[src/rtl/victim_cache_controller.sv]
// victim_cache_controller: sequences insert/extract/swap, replacement, writeback, flush and kill for a victim cache
//   clk, rst_n            : clock, asynchronous active-low reset
//   hit_vec_i             : raw tag match; victim_hit_o/hit_idx_o give the valid-qualified hit
//   insert_*, extract_*   : dcache handshakes; entry_wr_o/entry_idx_o steer the datapath
//   vc2mem_*, mem2vc_ack_i: dirty-line writeback to data memory
//   flush_i/flush_done_o  : write back and invalidate everything; kill_i aborts any operation
//   valid_o               : per-entry valid bits
module victim_cache_controller #(
  parameter int NUM_ENTRIES = 4,
  parameter int IDX_W = $clog2(NUM_ENTRIES)
) (
  input  logic                   clk,
  input  logic                   rst_n,
  input  logic [NUM_ENTRIES-1:0] hit_vec_i,
  output logic                   victim_hit_o,
  output logic [IDX_W-1:0]       hit_idx_o,
  input  logic                   insert_req_i,
  input  logic                   insert_dirty_i,
  output logic                   insert_ack_o,
  input  logic                   extract_req_i,
  output logic                   extract_ack_o,
  output logic                   entry_wr_o,
  output logic [IDX_W-1:0]       entry_idx_o,
  output logic                   vc2mem_req_o,
  output logic                   vc2mem_wr_o,
  input  logic                   mem2vc_ack_i,
  output logic                   vc2mem_kill_o,
  input  logic                   flush_i,
  output logic                   flush_done_o,
  input  logic                   kill_i,
  output logic [NUM_ENTRIES-1:0] valid_o
);
  typedef enum logic [2:0] {
    VC_IDLE, VC_SWAP, VC_EXTRACT, VC_WB, VC_INSERT, VC_FLUSH_SCAN, VC_FLUSH_WB, VC_FLUSH_DONE
  } state_t;
  state_t state, state_nx;
  logic [NUM_ENTRIES-1:0] valid, dirty, hit_q;
  logic [IDX_W-1:0] fifo_ptr, target_ff, scan_idx, free_idx, ins_tgt;
  logic dirty_in_ff, fifo_sel_ff, any_free, ext_go, last_scan, scan_dirty;
  assign hit_q = hit_vec_i & valid;
  assign victim_hit_o = |hit_q;
  assign valid_o = valid;
  assign any_free = ~&valid;
  assign ins_tgt = any_free ? free_idx : fifo_ptr;
  assign ext_go = extract_req_i & victim_hit_o;
  assign last_scan = scan_idx == IDX_W'(NUM_ENTRIES - 1);
  assign scan_dirty = valid[scan_idx] & dirty[scan_idx];
  // Lowest index wins for both encoders; the hit vector is one-hot in normal use.
  always_comb begin
    hit_idx_o = '0;
    free_idx = '0;
    for (int i = NUM_ENTRIES - 1; i >= 0; i--) begin
      if (hit_q[i]) hit_idx_o = IDX_W'(i);
      if (!valid[i]) free_idx = IDX_W'(i);
    end
  end
  always_ff @(posedge clk or negedge rst_n)
    if (!rst_n) state <= VC_IDLE;
    else state <= state_nx;
  always_comb begin
    state_nx = state;
    insert_ack_o = 1'b0;
    extract_ack_o = 1'b0;
    entry_wr_o = 1'b0;
    entry_idx_o = '0;
    vc2mem_req_o = 1'b0;
    vc2mem_wr_o = 1'b0;
    vc2mem_kill_o = 1'b0;
    flush_done_o = 1'b0;
    case (state)
      VC_IDLE: state_nx = flush_i ? VC_FLUSH_SCAN :
                          (ext_go && insert_req_i) ? VC_SWAP :
                          ext_go ? VC_EXTRACT :
                          !insert_req_i ? VC_IDLE :
                          (valid[ins_tgt] && dirty[ins_tgt]) ? VC_WB : VC_INSERT;
      VC_SWAP: begin
        entry_wr_o = 1'b1;
        entry_idx_o = target_ff;
        insert_ack_o = 1'b1;
        extract_ack_o = 1'b1;
        state_nx = VC_IDLE;
      end
      VC_EXTRACT: begin
        entry_idx_o = target_ff;
        extract_ack_o = 1'b1;
        state_nx = VC_IDLE;
      end
      VC_WB: begin
        vc2mem_req_o = 1'b1;
        vc2mem_wr_o = 1'b1;
        entry_idx_o = target_ff;
        state_nx = mem2vc_ack_i ? VC_INSERT : VC_WB;
      end
      VC_INSERT: begin
        entry_wr_o = 1'b1;
        entry_idx_o = target_ff;
        insert_ack_o = 1'b1;
        state_nx = VC_IDLE;
      end
      VC_FLUSH_SCAN: begin
        entry_idx_o = scan_idx;
        state_nx = scan_dirty ? VC_FLUSH_WB : last_scan ? VC_FLUSH_DONE : VC_FLUSH_SCAN;
      end
      VC_FLUSH_WB: begin
        vc2mem_req_o = 1'b1;
        vc2mem_wr_o = 1'b1;
        entry_idx_o = scan_idx;
        state_nx = !mem2vc_ack_i ? VC_FLUSH_WB : last_scan ? VC_FLUSH_DONE : VC_FLUSH_SCAN;
      end
      VC_FLUSH_DONE: begin
        flush_done_o = 1'b1;
        state_nx = VC_IDLE;
      end
      default: state_nx = VC_IDLE;
    endcase
    if (kill_i) begin
      state_nx = VC_IDLE;
      insert_ack_o = 1'b0;
      extract_ack_o = 1'b0;
      entry_wr_o = 1'b0;
      vc2mem_req_o = 1'b0;
      vc2mem_wr_o = 1'b0;
      flush_done_o = 1'b0;
      vc2mem_kill_o = 1'b1;
    end
  end
  // target_ff holds the hit index for swap/extract and the replacement target for insert;
  // fifo_sel_ff remembers whether that target came from the round-robin pointer.
  always_ff @(posedge clk or negedge rst_n)
    if (!rst_n) begin
      valid <= '0;
      dirty <= '0;
      fifo_ptr <= '0;
      target_ff <= '0;
      dirty_in_ff <= 1'b0;
      fifo_sel_ff <= 1'b0;
      scan_idx <= '0;
    end else if (kill_i) begin
      scan_idx <= '0;
    end else begin
      case (state)
        VC_IDLE:
          if (!flush_i && (ext_go || insert_req_i)) begin
            target_ff <= ext_go ? hit_idx_o : ins_tgt;
            dirty_in_ff <= insert_dirty_i;
            fifo_sel_ff <= !ext_go && !any_free;
          end
        VC_SWAP: dirty[target_ff] <= dirty_in_ff;
        VC_EXTRACT: begin
          valid[target_ff] <= 1'b0;
          dirty[target_ff] <= 1'b0;
        end
        VC_WB: if (mem2vc_ack_i) dirty[target_ff] <= 1'b0;
        VC_INSERT: begin
          valid[target_ff] <= 1'b1;
          dirty[target_ff] <= dirty_in_ff;
          if (fifo_sel_ff) fifo_ptr <= fifo_ptr + IDX_W'(1);
        end
        VC_FLUSH_SCAN:
          if (!scan_dirty) begin
            valid[scan_idx] <= 1'b0;
            scan_idx <= scan_idx + IDX_W'(1);
          end
        VC_FLUSH_WB:
          if (mem2vc_ack_i) begin
            valid[scan_idx] <= 1'b0;
            dirty[scan_idx] <= 1'b0;
            scan_idx <= scan_idx + IDX_W'(1);
          end
        VC_FLUSH_DONE: begin
          scan_idx <= '0;
          fifo_ptr <= '0;
        end
        default: ;
      endcase
    end
endmodule

[config.mk]
export PLATFORM = sky130hd
export DESIGN_NAME = victim_cache_controller
export DESIGN_NICKNAME = d
export VERILOG_FILES = /design/src/rtl/victim_cache_controller.sv
export SDC_FILE = /design/constraint.sdc
export NUM_CORES = 1
export LEC_CHECK = 0
export ABC_AREA = 1
export CORE_MARGIN = 2
export CORE_UTILIZATION = 50
export CTS_CLUSTER_SIZE = 28
export DETAILED_ROUTE_END_ITERATION = 16
export PLACE_DENSITY = 0.76
export SETUP_SLACK_MARGIN = 0.5
export SYNTH_ARGS = -nofsm -noshare
export SYNTH_HDL_FRONTEND = slang
export SYNTH_SLANG_ARGS = --single-unit
[constraint.sdc]
create_clock -name clk -period 2.7 [get_ports clk]
set_clock_uncertainty 0.05 [all_clocks]
set_input_delay 0.81 -clock clk [delete_from_list [all_inputs] [get_ports clk]]
set_output_delay 0.81 -clock clk [all_outputs]
set_load 0.01 [all_outputs]
==> impl_results.md <==
- Placement Rows: 20
- Maximum clock path buffer count: 2
- H-tree depth: 1
- Period Utilization, post-route: 86.7%
- Worst setup margin: 0.358 ns
- Total Routing Usage GR: 28.9%
- CTS Hold Bufs: 0
- Core area: 3050 um2
- Startpoint types: flop
- Diode count: 0
- Final Hold Viols: 0
- Status: finished clean
- Reg clk slew, reported paths: 0.13 ns
- Vias in the first global route: 1,762
- Most frequent cells in the layout: 55 x nand2_1, 40 x buf_4, 24 x inv_1
- Initial DRC count: 123
- Clk root buf: clkbuf_4
- Largest net degree at the start of global routing: 20
- Cells after Synth: 236
- CTS tree: yes
- DRC: 0
- First-pass GRT wire length: 7920 um
- Seq/Total Area, Yosys: 29.8%
- Hold Slack: 0.462 ns
- Final wirelength: 4890 um
- Worst setup startpoint: state[1]$_DFF_PN0_
- R2R Path Start: state[1]$_DFF_PN0_
- Rel. slew slack: 77.8%
- HP Class: flop to flop
- Pleak: 1.25 nW
- Crit Path Class: flop to output pin
- Initial antenna violation count: 0
- Net Count, Synth: 252
- Final ANT Viol Nets: 0
- Dpl cells: 318
- Tot Pwr: 2.45 mW
- Worst EP required: 1.84 ns
- Die Span Y: 60.5 um
- Share of cells above drive strength 1: 38.6%
- Clock Sinks: 19
- Hpwl dp: 3300 um
- Skew-Pair Late Insertion Delay: 0.32 ns
- Initial core utilization: 52.3%
- Synthesized flop and latch total: 19
- Max-slew violations: 0
- Via count: 1,861
- Yosys cell types: 36
- TritonCTS Buffers: 3
- P&R area growth vs syn: 50.4%
- RSZ-0062 raised after global routing: yes
- Worst EP arrival: 1.48 ns
- Setup TNS: 0 ns
- Vias per cell: 5.29
- Setup crit end kind: output pin
- Fin cells: 352
- Ys Warns: 0
- Avg Cell Area, Syn: 6.76 um2
- Die area: 3660 um2
- Chip Width: 60.5 um
- Fmax: 427 MHz
- Final worst path period need: 2.34 ns
- Final setup vio count: 0
- Pre-CTS setup slack: -0.382 ns
- Post-route cell area: 2400 um2
- Final core occ: 78.6%
- Min-delay src: fifo_sel_ff$_DFFE_PN0P_
- IO Port Bufs: 27
- Gr ovfl total: 0
- Drt first pass iters: 4
- Worst Max-Slew Pin Slew: 0.332 ns
- Nets: 325
- Most common cell after layout, fill and taps aside: nand2_1
- Max FO, Critical Path: 4
- Max VDD drop: 490 uV
- Top Ports: 28
- Placed Area: 2020 um2
- WL per Instance: 13.9 um
- Max-cap violations: 0
- Routability cong.: 0.886
- PD cells: 1020 nW/um2
- Post-Syn Area: 1600 um2
## timing repair
action,4_1_cts,5_1_grt
gates resized for setup,105,15
pin swaps,16,13
setup buffers,24,6
setup endpoints to repair,16,12
## registers in the layout, indices dropped and copies added, names as in the netlist
name / flops
scan_idx: 2
dirty_in_ff: 1
dirty: 4
target_ff: 2
state: 3
fifo_ptr: 2
fifo_sel_ff: 1
valid_o: 4
## cell type report
cell class	instances	area, um2
Multi-Input combinational cell	175	1070
Fill cell	213	652
Timing Repair Buffer	73	613
Sequential cell	19	479
Inverter	37	159
Tap cell	44	55.1
Clock buffer	3	22.5
Clock inverter	1	5.00
## cell usage after synthesis
| master | instances | area share [%] |
|---|---|---|
| nand2_1 | 61 | 14 |
| inv_1 | 28 | 6.6 |
| dfrtp_1 | 19 | 30 |
| nand3_1 | 18 | 5.6 |
| nor2_1 | 16 | 3.8 |
| a21oi_1 | 14 | 4.4 |
| o21ai_1 | 12 | 3.8 |
| o21ai_0 | 10 | 3.1 |
| inv_2 | 6 | 1.4 |
| nor3_1 | 6 | 1.9 |
| nor2_2 | 5 | 2.0 |
| buf_4 | 4 | 1.9 |
| ha_1 | 4 | 3.1 |
| nand2_2 | 3 | 1.2 |
| nor2_4 | 3 | 2.1 |
| o21ai_2 | 3 | 1.6 |
| clkinv_1 | 2 | 0.47 |
| nand3_2 | 2 | 1.3 |
| o21ai_4 | 2 | 2.0 |
| o22ai_1 | 2 | 0.78 |
| a211oi_1 | 1 | 0.47 |
| a21boi_0 | 1 | 0.47 |
| a21boi_1 | 1 | 0.47 |
| a22oi_1 | 1 | 0.47 |
| buf_2 | 1 | 0.31 |
| inv_4 | 1 | 0.39 |
| nand2_4 | 1 | 0.71 |
| nand3_4 | 1 | 1.1 |
| nand4_1 | 1 | 0.39 |
| nor2_8 | 1 | 1.3 |
| o211ai_1 | 1 | 0.47 |
| o21a_1 | 1 | 0.47 |
| o21bai_1 | 1 | 0.47 |
| o31ai_1 | 1 | 0.47 |
| o41ai_1 | 1 | 0.55 |
| or2_2 | 1 | 0.39 |
## worst paths after layout
check | cells past startpoint | end | slack (ns)
max | 7 | entry_wr_o | 0.36
min | 2 | fifo_sel_ff$_DFFE_PN0P_ | 0.46
max reg2reg | 12 | dirty[2]$_DFFE_PN0P_ | 0.83
min reg2reg | 2 | fifo_sel_ff$_DFFE_PN0P_ | 0.46
max in group asynchronous | 2 | state[0]$_DFF_PN0_ | 1.60
min in group asynchronous | 2 | dirty[0]$_DFFE_PN0P_ | 0.76
## logic make-up (layout without fill, tap and decap cells)
kind of cell / Yosys count / count (layout) / share of synthesized area, %
adders and majority gates: 4 / 4 / 3.13
buffers and inverters: 42 / 114 / 11.1
DFF: 19 / 19 / 29.8
AOI/OAI and AO/OA: 52 / 52 / 20.1
and+or+nand+nor: 119 / 119 / 36.0
## power by group
part / switching [mW] / total (mW) / internal (mW) / leakage [nW]
clock network: 0.104 / 0.159 / 0.0556 / 0.0177
logic: 0.947 / 1.76 / 0.815 / 0.984
registers: 0.134 / 0.531 / 0.397 / 0.244
## per-layer routing
| metal | share of wire (%) | GRT usage, % |
|---|---|---|
| met3 | 7.1 | 3.84 |
| met1 | 42 | 39.1 |
| met5 | 0 | 0 |
| met2 | 48 | 47.4 |
| met4 | 2.4 | 10.9 |
## critical path: stages (launching register included)
cell,delay [ns]
dfrtp_2,0.47
buf_12,0.15
nor2_4,0.09
inv_2,0.06
o21ai_4,0.16
nand2_4,0.07
clkinv_4,0.06
buf_6,0.09
Power figures use the tool's default switching activity.
==> edit, RTL diff (same settings) <==
Set the parameter `NUM_ENTRIES` to 8 (it was 4).
--- a/src/rtl/victim_cache_controller.sv
+++ b/src/rtl/victim_cache_controller.sv
@@ -6,7 +6,7 @@
 //   flush_i/flush_done_o  : write back and invalidate everything; kill_i aborts any operation
 //   valid_o               : per-entry valid bits
 module victim_cache_controller #(
-  parameter int NUM_ENTRIES = 4,
+  parameter int NUM_ENTRIES = 8,
   parameter int IDX_W = $clog2(NUM_ENTRIES)
 ) (
   input  logic                   clk,
Ports: changed (resized entry_idx_o, hit_idx_o, hit_vec_i and valid_o); port bits go from 28 to 38. No check against the original RTL was run, so the function may have changed too.
==> edit against the unedited design <==
  * Die area grew 49%
  * Non-clock buffer count increased by 28
  * Synthesized area up 53%
  * Design area grew 52%
  * Total power up 71%
  * Synthesized cell count rose by 53%
  * Sequential share of layout area grew 0.82 points
  * Global-route usage increased by 5.6 points
  * Setup slack lost 0.099 ns
  * Sequential cell count rose by 11
  * Routed wire length increased by 91%
  * Critical endpoint is now hit_idx_o[2]
==> edit: results (changes against the unedited design) <==
synth-async-reset-ratio_pct: 100  # unchanged
finalCritPeriodShare_pct: 90.4  # was 86.7%
cp_max_fo: 2  # was 4
num_vias: 3042  # was 1,861
synth.top_cells.by_count: "nand2_1 (71), inv_1 (50), nor2_1 (31)"  # was nand2_1 (61), inv_1 (28), dfrtp_1 (19)
r2r_start: "valid_o[7]"  # was state[1]
syn_nets: 380  # was 252
antenna_found_initial: 0  # unchanged
slowest_delay_ns: 0.19  # was 0.47 ns
fin_cells: 527  # was 352
h-tree-depth: 2  # was 1
synth_cell_types: 39  # was 36
place_ws_ns: -0.423  # was -0.382 ns
r2r_end: "target_ff[1]"  # was dirty[2]
r2r_setup_slack_ns: 0.51  # was 0.83 ns
first_pass_iters: 5  # was 4
yosysSeqAreaShare_pct: 30.7  # was 29.8%
hp-class: "flop to flop"  # unchanged
arrival_ns: 1.58  # was 1.48 ns
diodes: 0  # unchanged
ctsResizeCount: 135  # was 105
grt_max_degree: 31  # was 20
cts-root-buf: "clkbuf_8"  # was clkbuf_4
drt-total-wl_um: 9330  # was 4890 um
layout-drive-gt1-share_pct: 37.4  # was 38.6%
crit_end: "hit_idx_o[2]"  # was entry_wr_o
grtUsageTotal_pct: 34.5  # was 28.9%
nets: 478  # was 325
routabilityCongestion: 0.969  # was 0.886
synth_area_leaders: "dfrtp_1 (31%), nand2_1 (11%), inv_1 (7.7%), nand3_1 (5.5%), o21ai_0 (5.5%)"  # was dfrtp_1 (30%), nand2_1 (14%), inv_1 (6.6%), nand3_1 (5.6%), a21oi_1 (4.4%)
grt_pass1_vias: 2904  # was 1,762
startpoint: "hit_vec_i[7]"  # was state[1]
worstMarginPinSlew_ns: 0.614  # was 0.332 ns
io_buffers: 37  # was 27
post-dp-hpwl_um: 5950  # was 3300 um
cts.clk_slew.worst_paths_ns: 0.07  # was 0.13 ns
ir_drop_uv: 684  # was 490 uV
post_cts_buffers: 25  # was 24
whs_ns: 0.510  # was 0.462 ns
yosys_warnings: 0  # unchanged
placedCellCount: 488  # was 318
drtIter0Drc: 278  # was 123
clock_path_buffers: 2  # unchanged
dpl-instance-area_um2: 3090  # was 2020 um2
cts-buffers-inserted: 5  # was 3
syn_area_per_cell_um2: 6.78  # was 6.76 um2
clk_latency_ns: 0.29  # was 0.32 ns
core_area_um2: 4720  # was 3050 um2
p_leak_nw: 1.77  # was 1.25 nW
outcome: "finished, final reports clean"  # unchanged
slowest_stage: "nor3_4"  # was dfrtp_2
grt_pass1_wl_um: 14200  # was 7920 um
critPathTopFamily: "simple AND/OR/NAND/NOR gates"  # was flip-flops
==> edit: cell count changes in the layout (fill, tap and decap cells not counted), moves of 8 or more <==
| cell | delta |
|---|---|
| buf_6 | +13 |
| o22ai_1 | +9 |
| o21ai_0 | +17 |
| inv_1 | +19 |
| nand2_2 | +12 |
| nor2_1 | +12 |
| a21oi_1 | +8 |
| o21ai_1 | -8 |
==> edit: worst min-delay path by stage <==
stage,startpoint,end
after floorplan,fifo_ptr[0],fifo_ptr[0]
after global placement,fifo_ptr[2],fifo_ptr[2]
after detailed placement,fifo_ptr[0],fifo_ptr[0]
after CTS,fifo_ptr[0],fifo_ptr[0]
after global routing,fifo_ptr[2],fifo_ptr[2]
final,fifo_sel_ff,fifo_sel_ff
==> edit: cells by family after synthesis <==
| logic type | after synthesis | share of synthesized area (%) |
|---|---|---|
| AO/OA/AOI/OAI | 93 | 24.1 |
| adder cells (fa/ha/maj) | 3 | 1.53 |
| buffers and inverters | 69 | 12.4 |
| flip-flops | 30 | 30.7 |
| AND/OR/NAND/NOR | 166 | 31.3 |
==> edit: per-layer routing <==
layer	vias to the layer above	wire (um)	share of wire, %	GRT usage (%)
met5	-	0	0	0
met2	164	4650	50	58.8
met3	27	773	8.3	5.56
li1	1417	-	-	-
met1	1434	3700	40	45.2
met4	0	209	2.2	10.3
==> edit: area by class of cell <==
type / instances / area (um2)
multi-input combinational: 262 / 1590
fill: 355 / 1060
timing repair buffer: 101 / 887
sequential: 30 / 761
inverter: 59 / 226
tap: 67 / 83.8
clock buffer: 5 / 68.8
clock inverter: 3 / 40.0
==> edit: power breakdown <==
part,internal (mW),switching [mW],total [mW]
clock network,0.272,0.198,0.470
logic,1.28,1.50,2.78
registers,0.650,0.287,0.938
total,2.20,1.98,4.18
